**config.mk**
```make
export PLATFORM = sky130hd
export DESIGN_NAME = mult_operand_sequencer
export DESIGN_NICKNAME = d
export VERILOG_FILES = /design/src/rtl/mult_pkg.sv /design/src/rtl/mult_operand_sequencer_settle_counter.sv /design/src/rtl/mult_operand_sequencer.sv
export SDC_FILE = /design/constraint.sdc
export NUM_CORES = 1
export LEC_CHECK = 0
export CORE_MARGIN = 5
export CORE_UTILIZATION = 30
export DETAILED_ROUTE_END_ITERATION = 12
export HOLD_SLACK_MARGIN = 0.05
export PLACE_DENSITY = 0.73
export SETUP_SLACK_MARGIN = 0.3
export SLEW_MARGIN = 0
export SYNTH_ARGS = -nofsm -noshare
export SYNTH_HDL_FRONTEND = slang
export SYNTH_SLANG_ARGS = --single-unit
```
**constraint.sdc**
```tcl
create_clock -name clk -period 1.6 [get_ports clk]
set_input_delay 0.24 -clock clk [delete_from_list [all_inputs] [get_ports clk]]
set_output_delay 0.24 -clock clk [all_outputs]
set_load 0.01 [all_outputs]
```
**src/rtl/mult_pkg.sv**
```systemverilog
// Shared types and defaults for the array-multiplier operand sequencer.
package mult_pkg;

    localparam int MULT_N_DEFAULT      = 4;
    localparam int MULT_SETTLE_DEFAULT = 2;

    typedef logic [1:0] mult_seq_state_t;

    localparam mult_seq_state_t IDLE   = 2'd0;
    localparam mult_seq_state_t SETTLE = 2'd1;
    localparam mult_seq_state_t HOLD   = 2'd2;

endpackage

```
**src/rtl/mult_operand_sequencer_settle_counter.sv**
```systemverilog
// Loadable down-counter; done flags the last settle cycle (count == 1).
module settle_counter #(
    parameter int W = 2
) (
    input  logic         clk,
    input  logic         reset,
    input  logic         load,
    input  logic [W-1:0] load_val,
    input  logic         en,
    output logic         done
);

    logic [W-1:0] cnt_q;
    logic [W-1:0] cnt_d;

    // Saturates at zero; only a load restarts it.
    always_comb begin
        cnt_d = cnt_q;
        if (load) begin
            cnt_d = load_val;
        end else if (en && (cnt_q != '0)) begin
            cnt_d = cnt_q - W'(1);
        end
    end

    always_ff @(posedge clk) begin
        if (reset) begin
            cnt_q <= '0;
        end else begin
            cnt_q <= cnt_d;
        end
    end

    assign done = (cnt_q == W'(1));

endmodule

```
**src/rtl/mult_operand_sequencer.sv**
```systemverilog
// Operand launch / product capture around a combinational array multiplier.
// Optional product self-check enabled by defining MULT_SELFCHECK_EN.
module mult_operand_sequencer
    import mult_pkg::*;
#(
    parameter int N             = MULT_N_DEFAULT,
    parameter int SETTLE_CYCLES = MULT_SETTLE_DEFAULT
) (
    input  logic           clk,
    input  logic           reset,
    input  logic           in_valid,
    output logic           in_ready,
    input  logic [N-1:0]   inputM,
    input  logic [N-1:0]   inputQ,
    output logic [N-1:0]   array_M,
    output logic [N-1:0]   array_Q,
    input  logic [2*N-1:0] array_P,
    output logic           out_valid,
    input  logic           out_ready,
    output logic [2*N-1:0] product,
    output logic           busy,
    output logic           mismatch
);

    localparam int CW = $clog2(SETTLE_CYCLES + 1);

    mult_seq_state_t state_q, state_d;
    logic [N-1:0]    m_q, m_d;
    logic [N-1:0]    q_q, q_d;
    logic [2*N-1:0]  prod_q, prod_d;
    logic            cnt_load;
    logic            cnt_en;
    logic            cnt_done;
    logic            capture;

    assign cnt_load = (state_q == IDLE) && in_valid;
    assign cnt_en   = (state_q == SETTLE);
    assign capture  = (state_q == SETTLE) && cnt_done;

    settle_counter #(
        .W (CW)
    ) u_settle (
        .clk      (clk),
        .reset    (reset),
        .load     (cnt_load),
        .load_val (CW'(SETTLE_CYCLES)),
        .en       (cnt_en),
        .done     (cnt_done)
    );

    always_comb begin
        state_d = state_q;
        m_d     = m_q;
        q_d     = q_q;
        prod_d  = prod_q;
        case (state_q)
            IDLE: begin
                if (in_valid) begin
                    m_d     = inputM;
                    q_d     = inputQ;
                    state_d = SETTLE;
                end
            end
            SETTLE: begin
                if (cnt_done) begin
                    prod_d  = array_P;
                    state_d = HOLD;
                end
            end
            HOLD: begin
                if (out_ready) begin
                    state_d = IDLE;
                end
            end
            default: state_d = IDLE;
        endcase
    end

    always_ff @(posedge clk) begin
        if (reset) begin
            state_q <= IDLE;
            m_q     <= '0;
            q_q     <= '0;
            prod_q  <= '0;
        end else begin
            state_q <= state_d;
            m_q     <= m_d;
            q_q     <= q_d;
            prod_q  <= prod_d;
        end
    end

`ifdef MULT_SELFCHECK_EN
    logic [2*N-1:0] ref_p;
    logic           mis_q;

    assign ref_p = (2*N)'(m_q) * (2*N)'(q_q);

    // Sticky: once the array disagrees, keep flagging until reset.
    always_ff @(posedge clk) begin
        if (reset) begin
            mis_q <= 1'b0;
        end else if (capture && (array_P != ref_p)) begin
            mis_q <= 1'b1;
        end
    end

    assign mismatch = mis_q;
`else
    logic unused_capture;
    assign unused_capture = capture;
    assign mismatch       = 1'b0;
`endif

    assign in_ready  = (state_q == IDLE);
    assign out_valid = (state_q == HOLD);
    assign busy      = (state_q != IDLE);
    assign array_M   = m_q;
    assign array_Q   = q_q;
    assign product   = prod_q;

endmodule

```
Yosys cells after proc, flatten, opt, wreduce, memory -nomap -nowiden
Index checks and enable logic that the tools add are counted.
W data, S select, Z words.

word-level totals
  register bits = 20
  input port bits = 20
  output and inout port bits = 20
  word-level logic and storage cells = 29

operators by class
  add/sub/neg operators = 1
  eq/ne operators = 6
  multiplexer cells = 6
  reduce and logical (&&, ||, !) cells = 10

operators by type and width
  cell                   count
  $mux W2                5
  $pmux W2 S3            1
  $reduce_bool A2 Y1     3
  $eq A2 B1 Y1 const B   2
  $ne A2 B2 Y1 const B   2
  $reduce_and A2 Y1      2
  $reduce_and A3 Y1      1
  $eq A2 B2 Y1 const B   1
  $logic_and A1 B1 Y1    2
  $logic_not A2 Y1       1
  $ne A2 B1 Y1 const B   1
  $reduce_or A2 Y1       1
  $sub A2 B1 Y2 const B  1

Longest topological paths before layout
  word-level depth = 4
  gate-level depth with buffers = 6
  mapped depth without buffers = 5

Modules after synthesis
From an unflattened synthesis, not the netlist that was laid out.

unflattened totals
  cell total of the unflattened synthesis = 100
  area, all modules = 980.9 um^2

by module, submodules not included
  module                  instances  cells each  area an instance (um^2)  sequential area each (um^2)
  mult_operand_sequencer  1          85          842.1                    360.3
  settle_counter          1          15          138.9                    40.0

Least setup slack after synthesis
OpenSTA, ideal clock, no wires.

  kind = reg-to-reg
  start point = register u_settle.cnt_q[0]
  end point = register u_settle.cnt_q[1]
  library setup time = 0.086 ns
  arrival time = 1.093 ns
  data required time = 1.514 ns
  setup slack = 0.420 ns
  cell stages (with the launch flop) = 5
  buffers on the path = 0
  period minus slack after synthesis = 1.180 ns
  path through = dfxtp_1 inv_1 ha_1 a22o_1 a221oi_2

on the way
  longest elaborated chain between the ends = 3
  elaborated cells on any way between the ends = 6
  those cells by class = 1 x add/sub; 2 x mux; 3 x reduce/logical

ends and longest elaborated chain
  element                                              line                                                                                      text
  from (decl)                                          mult_operand_sequencer_settle_counter.sv:13                                               logic [W-1:0] cnt_q;
  from (signal assigned)                               mult_operand_sequencer_settle_counter.sv:30                                               cnt_q <= cnt_d;
  $sub A2 B1 Y2 or $reduce_bool A2 Y1 (tied branches)  mult_operand_sequencer_settle_counter.sv:22, mult_operand_sequencer_settle_counter.sv:21
  $mux W2 or $logic_and A1 B1 Y1 (tied branches)       mult_operand_sequencer_settle_counter.sv:21                                               end else if (en && (cnt_q != '0)) begin
  $mux W2 or $reduce_bool A2 Y1 (tied branches)        --

Several ways; a longest one is shown, not always the timed one. The select of a mux whose other input is x is not followed.
A chain may end at the register's enable or synchronous reset.

Final worst setup path
  start point = register state_q[1]
  end point = output port in_ready

on the way
  longest elaborated chain between the ends = 1

ends and longest elaborated chain
  element                 line                           text
  from (decl)             mult_operand_sequencer.sv:27   mult_seq_state_t state_q, state_d;
  from (signal assigned)  mult_operand_sequencer.sv:86   state_q <= state_d;
  $logic_not A2 Y1        mult_operand_sequencer.sv:115  assign in_ready = (state_q == IDLE);
  to (decl)               mult_operand_sequencer.sv:12   output logic in_ready,

No other way between the ends.

==> flow_results.xml <==
<?xml version="1.0" encoding="UTF-8"?>
<metrics>
  <group name="cells_and_area">
    <metric name="final_util" unit="">0.479</metric>
    <metric name="layout-area-overhead-vs-synth" unit="%">56.6</metric>
    <metric name="final_common_cell" unit="">clkdlybuf4s50_1</metric>
    <metric name="stdcell_count" unit="">155</metric>
    <metric name="final_layout_size_suffix_gt1_frac" unit="">0.185</metric>
    <metric name="layout.cells.most_common_list" unit="">clkdlybuf4s50_1 (19), nor2_1 (17), mux2i_1 (17), dfxtp_1 (17), dlygate4sd2_1 (16)</metric>
    <metric name="finish.net_count" unit="">147</metric>
    <metric name="num_antenna_cells" unit="">0</metric>
  </group>
  <group name="sta">
    <metric name="layout_min_cycle_time" unit="ns">1.29</metric>
    <metric name="final-max-slew-violation-count" unit="">0</metric>
    <metric name="skew" unit="ns">0.0130</metric>
    <metric name="fmax" unit="GHz">0.775</metric>
    <metric name="hold_slack" unit="ns">0.505</metric>
    <metric name="fin_crit_sh" unit="">0.807</metric>
    <metric name="fin_tns_setup" unit="ns">0</metric>
    <metric name="rsz0062_at_grt" unit="">yes</metric>
    <metric name="final-hold-violation-count" unit="">0</metric>
    <metric name="setup_viol" unit="">0</metric>
  </group>
  <group name="global_routing">
    <metric name="grt_first_pass_wirelength" unit="microns">3060</metric>
    <metric name="combined_global_route_utilization_of_all_metal_layers" unit="">0.0958</metric>
    <metric name="grt_max_degree" unit="">21</metric>
    <metric name="grt_pass1_vias" unit="">689</metric>
    <metric name="global_route.overflow_total" unit="">0</metric>
    <metric name="antenna_violations_before_repair" unit="">0</metric>
  </group>
  <group name="power_and_ir_drop">
    <metric name="worst_ir_drop_on_vdd" unit="mV">0.452</metric>
    <metric name="power.static_leakage" unit="nW">0.647</metric>
    <metric name="pwr_density_cell" unit="nW/um^2">787</metric>
  </group>
  <group name="floorplanning">
    <metric name="io-pin-count" unit="">40</metric>
    <metric name="die_w" unit="microns">62.6</metric>
    <metric name="design.core.area" unit="sq um">2710</metric>
    <metric name="row_count" unit="">19</metric>
    <metric name="initial_core_util" unit="">0.306</metric>
    <metric name="die_footprint" unit="sq um">3920</metric>
    <metric name="die_h" unit="microns">62.6</metric>
  </group>
  <group name="placement">
    <metric name="placement.io_buffers" unit="">38</metric>
    <metric name="place_inst" unit="">148</metric>
    <metric name="routabilityCongestion" unit="">0.683</metric>
    <metric name="post-dp-hpwl" unit="microns">1530</metric>
  </group>
  <group name="clock_network">
    <metric name="tritoncts" unit="">done</metric>
    <metric name="cts.htree.levels" unit="">1</metric>
    <metric name="largest_buffer_count_on_any_clock_path" unit="">2</metric>
    <metric name="cts_buffers" unit="">3</metric>
    <metric name="clk_pin_slew_worst_paths" unit="ns">0.10</metric>
    <metric name="worstSkewPairLatency" unit="ns">0.30</metric>
    <metric name="tritoncts_num_sinks" unit="">20</metric>
    <metric name="cts_hold_buffers" unit="">0</metric>
    <metric name="clock_tree.root_cell" unit="">clkbuf_4</metric>
  </group>
  <group name="synth">
    <metric name="yosysTopAreaCell" unit="">dfxtp_1</metric>
    <metric name="synthesis.yosys.warnings" unit="">0</metric>
    <metric name="synthDominantCellAreaShare" unit="">0.483</metric>
    <metric name="synth_cell_types" unit="">22</metric>
    <metric name="yosys_register_bits" unit="">20</metric>
    <metric name="mappedNetlistNets" unit="">103</metric>
    <metric name="synth_area" unit="sq um">830</metric>
    <metric name="syn_inst" unit="">81</metric>
    <metric name="post_synth_main_area_contributors" unit="">dfxtp_1 (48%), mux2i_1 (21%), nor2_1 (7.7%), buf_6 (4.1%), ha_1 (3.0%)</metric>
    <metric name="synth.yosys.seq_area_share" unit="">0.483</metric>
    <metric name="synthesis.area_per_instance" unit="sq um">10.2</metric>
  </group>
  <group name="run">
    <metric name="max_cap_viol_count" unit="">0</metric>
  </group>
  <group name="route">
    <metric name="drt_pass1_iterations" unit="">4</metric>
    <metric name="num_vias" unit="">694</metric>
    <metric name="detail_route.drc_violations" unit="">0</metric>
    <metric name="post_drt_via_cell_ratio" unit="">4.48</metric>
    <metric name="number_of_drc_markers_in_iteration_0" unit="">5</metric>
    <metric name="detail_route.wirelength" unit="microns">1890</metric>
    <metric name="wire_length_per_cell_after_detailed_routing" unit="microns">12.2</metric>
    <metric name="detail-route-antenna-nets" unit="">0</metric>
  </group>
  <group name="setup_path">
    <metric name="cells_along_the_critical_path" unit="">or2_4 -&gt; inv_1 -&gt; buf_6</metric>
    <metric name="start_kind" unit="">flop</metric>
    <metric name="endpoint" unit="">in_ready</metric>
    <metric name="rr_startpoint" unit="">u_settle.cnt_q[1]</metric>
    <metric name="r2r_slack" unit="ns">0.37</metric>
    <metric name="cp.required" unit="ns">1.36</metric>
    <metric name="end_of_the_worst_register_to_register_path" unit="">product[5]</metric>
    <metric name="timing.critical_path.from" unit="">state_q[1]</metric>
    <metric name="cpLargestDelayFamily" unit="">flip-flops</metric>
    <metric name="slowest_delay" unit="ns">0.36</metric>
    <metric name="timing.critical_path.depth" unit="">3</metric>
    <metric name="critPathKind" unit="">flop to output pin</metric>
    <metric name="critical_path.slowest_cell" unit="">dfxtp_4</metric>
    <metric name="cp_data_arrival_time" unit="ns">1.05</metric>
    <metric name="crit_fanout" unit="">3</metric>
    <metric name="worstSetupEndpointType" unit="">output pin</metric>
    <metric name="worstPathBufferInverterCount" unit="">2</metric>
    <metric name="rr_worst_depth" unit="">6</metric>
  </group>
  <group name="min_path">
    <metric name="min-delay-path-class" unit="">flop to flop</metric>
  </group>
  <group name="run_status">
    <metric name="result_of_the_run" unit="">complete, no violations</metric>
  </group>
</metrics>
-- how the worst min path moves through the flow --
stage | startpoint | to | depth (start not counted)
floorplan | array_P[0] | product[0] | 2
global placement | array_M[2] | array_M[2] | 2
detailed placement | product[1] | product[1] | 2
CTS | product[1] | product[1] | 2
global route | u_settle.cnt_q[1] | u_settle.cnt_q[1] | 2
finish | product[3] | product[3] | 2
-- power breakdown --
group	switching, mW	internal (mW)	total (mW)
logic	0.0829	0.120	0.202
clock network	0.148	0.139	0.286
registers	0.0128	0.521	0.533
-- kinds of logic (layout without fill, tap and decap cells) --
| family | after synthesis | after routing | share of synthesized area |
|---|---|---|---|
| buffers and inverters | 10 | 53 | 0.0769 |
| AOI/OAI and AO/OA | 5 | 5 | 0.0513 |
| and+or+nand+nor | 26 | 26 | 0.149 |
| adders and majority gates | 2 | 2 | 0.0302 |
| muxes | 17 | 17 | 0.205 |
| DFF | 20 | 20 | 0.483 |
| other | 1 | 1 | 0.00452 |
-- cells in the mapped netlist, drive strengths merged --
cell	instances
a21oi	1
a221oi	1
a22o	1
a31oi	1
and2b	1
buf	4
clkbuf	2
conb	1
dfxtp	20
ha	2
inv	4
mux2i	17
nand2	1
nand2b	1
nand3	2
nand3b	1
nor2	17
nor3	1
nor3b	1
o21bai	1
or2	1
-- worst register-to-register path: cells and delay by family, from the launching register on --
kind | cells | cell delay, ns
flops | 1 | 0.34
fa+ha+maj | 1 | 0.17
buf+inv | 2 | 0.24
mux | 1 | 0.19
simple gates | 2 | 0.16
-- routing by layer --
metal | share of wire | global-route usage
met1 | 0.38 | 0.0918
met2 | 0.55 | 0.176
met3 | 0.058 | 0.0306
met4 | 0.0090 | 0.0557
met5 | 0 | 0
-- per-stage QoR --
step | area (sq um) | power [mW] | setup WS [ns]
final | 1300 | 1.02 | 0.309
after global routing | 1300 | 1.08 | 0.261
after CTS | 1260 | 1.03 | 0.187
after detailed placement | 1230 | 0.749 | 0.0781
after global placement | 1230 | 0.743 | 0.126
after floorplan | 830 | 0.649 | 0.420
-- flip-flops by register name, indices dropped and copies added (netlist names) --
signal          cells
array_M             4
array_Q             4
product             8
state_q             2
u_settle.cnt_q      2
-- timing repair --
item / CTS / global route
cloned: 0 / 1
endpoints found under the setup margin: 19 / 17
setup buffers: 1 / 1
pin swaps: 0 / 2
resized for setup: 32 / 10
-- final cells by class --
| cell class | count | area (sq um) |
|---|---|---|
| repair buffers | 45 | 425 |
| well taps | 31 | 38.8 |
| clock buffers | 4 | 36.3 |
| multi-input cells | 51 | 377 |
| fillers | 274 | 1410 |
| inverters | 4 | 15.0 |
| flip-flops and latches | 20 | 407 |
Note: power is estimated with default switching activity, not from simulation.
